$ cat config.mk
export PLATFORM = sky130hd
export DESIGN_NAME = load_store_arbiter
export DESIGN_NICKNAME = d
export VERILOG_FILES = /design/src/rtl/load_store_arbiter.sv
export SDC_FILE = /design/constraint.sdc
export NUM_CORES = 1
export LEC_CHECK = 0
export CORE_ASPECT_RATIO = 1.2
export CORE_MARGIN = 2
export CORE_UTILIZATION = 30
export DETAILED_ROUTE_END_ITERATION = 10
export GPL_ROUTABILITY_DRIVEN = 0
export GPL_TIMING_DRIVEN = 0
export PLACE_DENSITY = 0.74
export SYNTH_ARGS = -nofsm -noshare
export SYNTH_HDL_FRONTEND = slang
export SYNTH_SLANG_ARGS = --single-unit
$ cat constraint.sdc
create_clock -name clk -period 1.83 [get_ports clk]
set_input_delay 0.4575 -clock clk [delete_from_list [all_inputs] [get_ports clk]]
set_output_delay 0.4575 -clock clk [all_outputs]
set_load 0.01 [all_outputs]
$ cat src/rtl/load_store_arbiter.sv
// load_store_arbiter: two-requester arbiter in front of one shared load/store unit.
// A granted operation is latched and held on the LSU until it completes. A
// watchdog can fault the requester early and let the stuck LSU op drain silently.
module load_store_arbiter #(
   parameter int FIXED_PRIORITY = 0,   // 1: requester 0 always wins a tie; 0: round-robin
   parameter int TIMEOUT        = 256  // BUSY cycles before a fault; 0 disables
) (
   input  logic        clk,
   input  logic        rstN,
   // requester 0
   input  logic        reqEnable_0,
   input  logic [31:0] reqAddr_0,
   input  logic [2:0]  reqCommand_0,
   input  logic [3:0]  reqLoadStoreType_0,
   input  logic [3:0]  reqAtomicType_0,
   input  logic [31:0] reqStoreRegValue_0,
   input  logic        reqInvalidateTlb_0,
   output logic        reqDone_0,
   output logic        reqFault_0,
   output logic [31:0] reqResult_0,
   // requester 1
   input  logic        reqEnable_1,
   input  logic [31:0] reqAddr_1,
   input  logic [2:0]  reqCommand_1,
   input  logic [3:0]  reqLoadStoreType_1,
   input  logic [3:0]  reqAtomicType_1,
   input  logic [31:0] reqStoreRegValue_1,
   input  logic        reqInvalidateTlb_1,
   output logic        reqDone_1,
   output logic        reqFault_1,
   output logic [31:0] reqResult_1,
   // shared LSU
   output logic        lsuEnable,
   output logic [31:0] lsuAddr,
   output logic [2:0]  lsuCommand,
   output logic [3:0]  lsuLoadStoreType,
   output logic [3:0]  lsuAtomicType,
   output logic [31:0] lsuStoreRegValue,
   output logic        lsuInvalidateTlb,
   input  logic        lsuDone,
   input  logic        lsuFault,
   input  logic [31:0] lsuResult,
   // status
   output logic        busy,
   output logic        owner
);

   typedef enum logic [1:0] {IDLE, BUSY, DRAIN} state_t;

   localparam int OP_W = 76;
   localparam logic        TO_EN  = (TIMEOUT != 0);
   localparam logic [15:0] TO_CMP = (TIMEOUT == 0) ? 16'd0 : 16'(TIMEOUT - 1);

   state_t            state_q, state_d;
   logic              owner_q, owner_d;
   logic              last_q, last_d;
   logic [15:0]       cnt_q, cnt_d;
   logic [OP_W-1:0]   op_q, op_d;

   logic              gnt;
   logic              done, fault;
   logic [31:0]       result;
   logic [OP_W-1:0]   op_0, op_1;

   assign op_0 = {reqAddr_0, reqCommand_0, reqLoadStoreType_0, reqAtomicType_0,
                  reqStoreRegValue_0, reqInvalidateTlb_0};
   assign op_1 = {reqAddr_1, reqCommand_1, reqLoadStoreType_1, reqAtomicType_1,
                  reqStoreRegValue_1, reqInvalidateTlb_1};

   // Tie-break: fixed picks 0, round-robin picks whoever was not granted last.
   assign gnt = (reqEnable_0 && reqEnable_1) ? ((FIXED_PRIORITY != 0) ? 1'b0 : ~last_q)
                                             : reqEnable_1;

   // Next-state, grant latching, watchdog and completion signalling.
   always_comb begin
      state_d = state_q;
      owner_d = owner_q;
      last_d  = last_q;
      cnt_d   = cnt_q;
      op_d    = op_q;
      done    = 1'b0;
      fault   = 1'b0;
      result  = 32'd0;
      unique case (state_q)
         IDLE: begin
            if (reqEnable_0 || reqEnable_1) begin
               state_d = BUSY;
               owner_d = gnt;
               last_d  = gnt;
               cnt_d   = 16'd0;
               op_d    = gnt ? op_1 : op_0;
            end
         end
         BUSY: begin
            if (lsuDone) begin
               // A real completion beats a watchdog firing in the same cycle.
               done    = 1'b1;
               fault   = lsuFault;
               result  = lsuResult;
               state_d = IDLE;
            end else begin
               if (cnt_q != 16'hFFFF) cnt_d = cnt_q + 16'd1;
               if (TO_EN && (cnt_q == TO_CMP)) begin
                  done    = 1'b1;
                  fault   = 1'b1;
                  state_d = DRAIN;
               end
            end
         end
         DRAIN: begin
            // Requester already got its fault; swallow the late completion.
            if (lsuDone) state_d = IDLE;
         end
         default: state_d = IDLE;
      endcase
   end

   // State and latched-operation registers.
   always_ff @(posedge clk or negedge rstN) begin
      if (!rstN) begin
         state_q <= IDLE;
         owner_q <= 1'b0;
         last_q  <= 1'b1;
         cnt_q   <= 16'd0;
         op_q    <= '0;
      end else begin
         state_q <= state_d;
         owner_q <= owner_d;
         last_q  <= last_d;
         cnt_q   <= cnt_d;
         op_q    <= op_d;
      end
   end

   assign busy      = (state_q != IDLE);
   assign lsuEnable = busy;
   assign owner     = owner_q;

   // LSU fields come only from the latch, zeroed while idle.
   assign {lsuAddr, lsuCommand, lsuLoadStoreType, lsuAtomicType,
           lsuStoreRegValue, lsuInvalidateTlb} = busy ? op_q : '0;

   assign reqDone_0   = done  & ~owner_q;
   assign reqFault_0  = fault & ~owner_q;
   assign reqResult_0 = owner_q ? 32'd0 : result;
   assign reqDone_1   = done  &  owner_q;
   assign reqFault_1  = fault &  owner_q;
   assign reqResult_1 = owner_q ? result : 32'd0;

endmodule

Yosys cells after proc, flatten, opt, wreduce, memory -nomap -nowiden
Index checks and enable logic that the tools add are counted.

Bits in registers: 96. Input bits: 190.

Muxes and demuxes: 21. $add $sub $neg: 1. Eq/ne operators: 9. Bitwise logic cells: 6. Reductions and logical operators: 8.

Operators by type and width (count): 2-to-1 mux 76 bit (2); 2-to-1 mux 32 bit (4); 2-to-1 mux 16 bit (3); case mux 16 bit (2 select lines) (1); adder 16 x 1 -> 16 bit (second input constant) (1); equality test 16 x 8 -> 1 bit (second input constant) (1); != test 16 bit (second input constant) (1); 2-to-1 mux 2 bit (4); != test 2 bit (second input constant) (4); 2-to-1 mux 1 bit (6); case mux 2 bit (3 select lines) (1); AND 1 bit (4); AND reduction 4 bit (1); nonzero test 2 bit (2); != test 3 bit (second input constant) (1); AND reduction 3 bit (1); equality test 2 x 1 -> 1 bit (second input constant) (1); equality test 2 bit (second input constant) (1); logical NOT 2 bit (1); NOT 1 bit (2); AND reduction 2 bit (1); logical AND 1 bit (1); logical OR 1 bit (1).

Longest topological paths before layout
Depth after elaboration: 5. Gate-level depth with buffers: 7. Depth with buffers taken out: 5.

Worst setup path after synthesis
Ideal clock, no wire load.

Path kind: register to output. From: reg cnt_q[8]. To: out reqDone_0. Required time: 1372 ps. Data arrival time: 1578 ps. Cell stages (with the launch flop): 6. Path slack: -206 ps. Cells stage by stage: dfrtp_1 -> buf_2 -> or4_1 -> nor4_4 -> nor2_1 -> nor3_1.

Cells in the longest elaborated chain, start to end: 5.

Ends and longest elaborated chain: start, declared (line 57) `logic [15:0] cnt_q, cnt_d;`; start signal, assigned (line 130) `cnt_q <= cnt_d;`; equality test 16 x 8 -> 1 bit (line 103) `if (TO_EN && (cnt_q == TO_CMP)) begin`; 2-to-1 mux 1 bit (line 103); 2-to-1 mux 1 bit (line 95) `if (lsuDone) begin`; 2-to-1 mux 1 bit (line 84) `unique case (state_q)`; AND 1 bit (line 143) `assign reqDone_0 = done & ~owner_q;`; end, declared (line 18) `output logic reqDone_0,`.

Every way passes these cells.

Final worst setup path
From: reg cnt_q[10]. To: out reqFault_0.

Cells in the longest elaborated chain, start to end: 5.

Ends and longest elaborated chain: equality test 16 x 8 -> 1 bit (line 103); 2-to-1 mux 1 bit (line 103); 2-to-1 mux 1 bit (line 95); 2-to-1 mux 1 bit (line 84); AND 1 bit (line 144) `assign reqFault_0 = fault & ~owner_q;`; end, declared (line 19) `output logic reqFault_0,`.

Every way passes these cells.

==> out/metrics.yaml <==
detailed_routing:
  avgRoutedWirePerCell_um: 18.1
  drt_pass_1_iters: 4
  drt.antenna.violating_nets: 0
  drcViolationCount: 0
  iteration_0_drc_markers: 202
  post_drt_via_cell_ratio: 4.80
  vias: 6241
  postRouteWirelength_um: 23500
yosys:
  synth_ff_type: "dfrtp_1"
  synth-edff-count: 0
  yosysSeqAreaShare: 0.426
  async_flop_share: 1.00
  syn-cell-area_sq_um: 5640
  netlist_instances: 626
  post_syn_area_per_cell_sq_um: 9.00
  cell_type_contributing_the_most_total_cell_area_after_synthesis: "dfrtp_1"
  netlist.area_leader.share: 0.422
  ys_top_cells_by_area: "dfrtp_1, and2_1, mux2i_1"
  postSynthNetCount: 817
  yosysWarningCount: 0
  post_synthesis_cell_type_count: 45
  ys_seq_elements: 96
worst_setup_path:
  cp_cell_sequence: "or4_4, nor4_4, mux2i_1, buf_4, nor3_2, buf_2"
  critical_path.slowest_cell: "or4_4"
  timing.critical_path.arrival_ps: 2150
  critical_path_required_ps: 1370
  timing.critical_path.fanout_max: 3
  crit_type: "reg -> out"
  end_kind: "primary output"
  critical-path-max-stage-delay_ps: 540
  critical_path.n_buffers_inverters: 2
  critical_path.startpoint_type: "flip-flop"
  crit_cells: 6
  r2r.worst_path.cells: 6
  crit_family: "simple AND/OR/NAND/NOR gates"
timing:
  timing.final.crit_period_ps: 2600
  achievable-frequency_ghz: 0.384
  postLayoutSetupSlackWorst_ps: -774
  setup_viol_count_final: 147
  timing.final.crit_share: 1.42
  final.setup.tns_ps: -59440
  tightest_slew_ps: 570
  rsz0062_at_grt: "true"
  finalHoldViolations: 0
  max_slew_margin: 0.620
  drv_slew: 0
  timing.clock.skew_ps: 15.8
cells_and_area:
  area_of_combinational_cells_with_multiple_inputs_sq_um: 3390
  final.fill_count: 1589
  drive_above_1_share: 0.425
  area.growth.synth_to_final_pct: 99.1
  ff_latch_area_sq_um: 2410
  layout.cells.most_common: "buf_6"
  finish.instance_area_sq_um: 11200
  fin_util: 0.613
  most_used_cells_in_the_layout_excluding_fill_and_tap_cells: "buf_6, clkdlybuf4s50_1, and2_4"
  finish.net_count: 1232
global_routing:
  gr-usage-all-layers: 0.226
  initial_antenna_violation_count: 1
  globalRouteOverflowTotal: 0
  pin_count_of_the_biggest_net_entering_global_routing: 61
  grt_pass1_wl_um: 34500
  via_count_of_the_first_global_routing_pass: 6348
cts:
  cts.reportedPaths.clkPinSlew_ps: 70
  clk_latency_ps: 360
  hold_buffers: 0
  clock_tree_root_driver_cell: "clkbuf_16"
  clock_tree.htree_level_count: 3
  tritoncts.num_buffers: 9
  cts_num_sinks: 96
  tritoncts: "built"
  max-clock-path-buffers: 2
die:
  die_width_um: 129
  die-area_sq_um: 19900
  fp-row-count: 54
  initial_utilization: 0.308
  design.core.area_sq_um: 18300
  die_height_um: 154
  boundaryPins: 337
placement:
  portBuffers: 335
  detailed_place_hpwl_um: 16400
  placedInstanceArea_sq_um: 9350
power_and_ir_drop:
  power_leakage_uw: 0.00515
  finalPower_uw: 11900
  power_density_over_the_cells_nw_per_um2: 1060
  ir_worst_vdd_mv: 0.527
outcome:
  violated_checks: "setup timing"
  run_status: "complete, but fails checks"
hold_path:
  hold_class: "in -> async"
job:
  cap_viol_max_count: 0
[where the power goes]
| part | switching (uW) | internal (uW) | leakage (uW) |
|---|---|---|---|
| clock | 925 | 952 | 0.000140 |
| sequential | 466 | 2870 | 0.00119 |
| combinational | 2710 | 3970 | 0.00382 |
| total | 4100 | 7790 | 0.00515 |
[per-layer routing]
layer	global-route usage	vias up	wire length [um]
met5	0	-	0
met4	0.0771	0	473
met3	0.0675	30	1970
met2	0.422	268	12800
met1	0.235	2992	8300
li1	-	2951	-
[worst register-to-register path, delay by kind of cell (launching register included)]
family          cells  cell delay [ps]
simple gates        2              710
buf+inv             2              280
compound gates      2              310
flops               1              460
[area by class of cell]
| type | count | area share |
|---|---|---|
| multi-input cells | 469 | 0.302 |
| inverters | 9 | 0.00323 |
| plain buffers | 43 | 0.0388 |
| well taps | 252 | 0.0281 |
| flip-flops and latches | 96 | 0.215 |
| diodes | 2 | 0.000446 |
| clock buffers | 9 | 0.0201 |
| clock inverters | 7 | 0.00546 |
| repair buffers | 413 | 0.387 |
[path summary, 6_finish.rpt]
kind | start | endpoint | slack [ps]
max in group asynchronous | rstN | last_q | 1060
worst min register to register | op_q[51] | op_q[51] | 480
worst max register to register | state_q[1] | cnt_q[13] | 0
worst min-delay path | rstN | op_q[35] | 70
min in group clk | lsuDone | state_q[1] | 410
worst max-delay path | cnt_q[10] | reqFault_0 | -770
[registers in the layout, indices dropped and copies added, names as in the netlist]
register / count
op_q: 76
cnt_q: 16
state_q: 2
last_q: 1
owner: 1
[what timing repair did]
| action | 4_1_cts | 5_1_grt |
|---|---|---|
| cloned | 10 | 1 |
| pin swaps | 39 | 72 |
| setup endpoints to repair | 232 | 227 |
| resized for setup | 711 | 403 |
| setup buffers | 43 | 34 |
[synth_stat cells (all sizes together), types with 3 or more instances]
library cell,instances
inv,9
nand2,84
clkbuf,33
and3,4
o211ai,4
a21oi,4
o21ai,88
nor2,6
mux2i,78
a31oi,9
or4,3
dfrtp,95
nand3,9
nor4,3
nor3,6
and4,3
and2,140
buf,19
o311ai,5
[kinds of logic after synthesis]
group / after synthesis / share of synthesized area
muxes: 78 / 0.139
buffers and inverters: 61 / 0.0473
adders and majority gates: 1 / 0.00222
DFF: 96 / 0.426
AOI/OAI and AO/OA: 121 / 0.123
and+or+nand+nor: 269 / 0.263
[stage by stage]
| step | setup WS (ps) | hold slack [ps] | instances |
|---|---|---|---|
| after global routing | -876 | 107 | 1298 |
| after detailed placement | -1150 | 462 | 1214 |
| after floorplan | -154 | 162 | 626 |
| after CTS | -787 | 83.9 | 1280 |
| final | -774 | 70.8 | 1300 |
| after global placement | -3560 | 452 | 1213 |
(Power assumes the default switching activity.)
==> patch: new RTL, same flow settings <==
Register the output `reqFault_1`, with the module's reset; this adds one clock of latency there. The other outputs are not delayed to match.
--- a/src/rtl/load_store_arbiter.sv
+++ b/src/rtl/load_store_arbiter.sv
@@ -144,7 +144,13 @@
    assign reqFault_0  = fault & ~owner_q;
    assign reqResult_0 = owner_q ? 32'd0 : result;
    assign reqDone_1   = done  &  owner_q;
-   assign reqFault_1  = fault &  owner_q;
+   always_ff @(posedge clk or negedge rstN) begin
+      if (!rstN) begin
+         reqFault_1 <= '0;
+      end else begin
+         reqFault_1 <= fault &  owner_q;
+      end
+   end
    assign reqResult_1 = owner_q ? result : 32'd0;
 
 endmodule
Behaviour: not the same (Yosys sat finds a counterexample within 4 cycles, from zero or initial values and one cycle with rstN low).
==> patch against the unedited design <==
- the run still ends with negative setup slack left
- count of clock-buffer cells in the layout is 1 higher
- area after synthesis up 0.80%
- combinational power is 3% lower
- synthesized cell count decreased by 0.64%
- power decreased by 1.5%
- sequential cell count increased by 1
- cell area is essentially flat
- wire length rose by 6.9%
- setup slack better by 0.11 ns
- final cell count decreased by 0.46%
- critical endpoint is now reqDone_0
==> patch: results (changes against the unedited design) <==
[sta]
whs_ns = 0.112  ; +0.0408 ns
timing.final.ws_setup_ns = -0.663  ; +0.112 ns
slew_headroom_pct = 48.1  ; -14 points
skew_ns = 0.0112  ; -0.00456 ns
tns_ns = -57.84  ; +1.60 ns
setup_viol = 161  ; +9.5%

[yosys]
synth_xor_xnor_area_share_pct = 0  ; unchanged
synth_cells = 622  ; -0.64%
ys_types = 46  ; +2.2%
synth_warnings = 0  ; unchanged
netlist_top_cells_count = and2_1, dfrtp_1, nand2_1, o21ai_0, mux2i_1
ys_seq_area_share_pct = 42.7  ; +0.10 points
ys_async_sr_fraction_pct = 100  ; unchanged
synth_mux_area_share_pct = 14.1  ; +0.26 points
synth-compound-area-share_pct = 12.0  ; -0.27 points
ys.flop_type = dfrtp_1
syn-num-nets = 813  ; -0.49%
synth-adder-area-share_pct = 0.220  ; -0.0018 points
synthTopCellsByArea = dfrtp_1, and2_1, mux2i_1, o21ai_0, nand2_1

[critical_path]
rr_endpoint = cnt_q[14]
rrSetupSlack_ns = -0.22  ; -0.22 ns
cpPeakStageDelay_ns = 0.55
crit_start = cnt_q[12]
critPathCapture = reqDone_0
reg2regPathDepth = 5  ; -1
crit_path_max_fanout = 2  ; -1
cp_data_arrival_time_ns = 2.04  ; -0.11 ns
cp_slowest_cell = or4_4
rr_startpoint = state_q[0]

[global_route]
use_met1_pct = 24.8  ; +1.3 points
grt_antenna_before_repair = 1  ; unchanged
gr-usage-met2_pct = 40.3  ; -1.9 points
grt_pass1_wl_mm = 34.4  ; -0.32%
track_usage_pct = 22.8  ; +0.20 points
use_met3_pct = 7.51  ; +0.76 points
grt_pass1_vias = 6098  ; -3.9%
grt_max_degree = 54  ; -11%

[placed_design]
dpl_cell_area_sq_um = 9400  ; +0.59%
dp_slack_ns = -1.28  ; -0.128 ns
post-dp-hpwl_mm = 17.3  ; +5.2%

[detailed_routing]
routed.top_layer = met4
met2WireLength_mm = 12.9  ; +1.1%
vias = 6258  ; +0.27%
detail_route.wl_per_cell_um = 19.5  ; +7.4%
first_iter_violations = 300  ; +49%
met3WireLength_mm = 2.27  ; +15%
wirelength_met1_mm = 9.05  ; +9.0%

[final_layout]
reg_top3 = op_q (76), cnt_q (16), state_q (2)
drive_above_1_share_pct = 42.2  ; -0.31 points
layout.nets = 1223  ; -0.73%
final_cells = 1294  ; -0.46%

[worst_hold_path]
min_path_type = primary input to asynchronous set/reset pin

[outcome]
status = finished, violations left
violations = negative setup slack

[clock_tree]
cts_htree_levels = 3  ; unchanged
cts_root_buf = clkbuf_16
path_clk_slew_ns = 0.07  ; about the same

[power_and_ir_drop]
vdd_ir_drop_max_mv = 0.492  ; -6.8%
leakagePower_nw = 5.16  ; +0.14%

==> patch: where the power goes <==
| part | leakage (nW) | switching [mW] | internal [mW] |
|---|---|---|---|
| sequential | 1.21 | 0.413 | 2.87 |
| combinational | 3.81 | 2.71 | 3.77 |
| clock | 0.141 | 0.874 | 1.08 |
==> patch: final cells by class <==
class / instances / area (sq um)
clock inverters: 6 / 73.8
clock buffers: 10 / 229
repair buffers: 402 / 4300
well taps: 256 / 320
fillers: 1546 / 7490
plain buffers: 41 / 348
inverters: 2 / 10.0
diodes: 1 / 2.50
flip-flops and latches: 97 / 2440
multi-input cells: 479 / 3510
==> patch: worst max-delay path, delay by kind of cell, from the launching register on <==
family,cells,cell delay [ns]
and+or+nand+nor,4,0.98
DFF,1,0.40
buffers and inverters,2,0.32
==> patch: repair_timing <==
action	CTS	global route
pin swaps	37	72
gates resized for setup	769	293
cloned	10	3
setup buffers	44	17
setup endpoints to repair	240	172
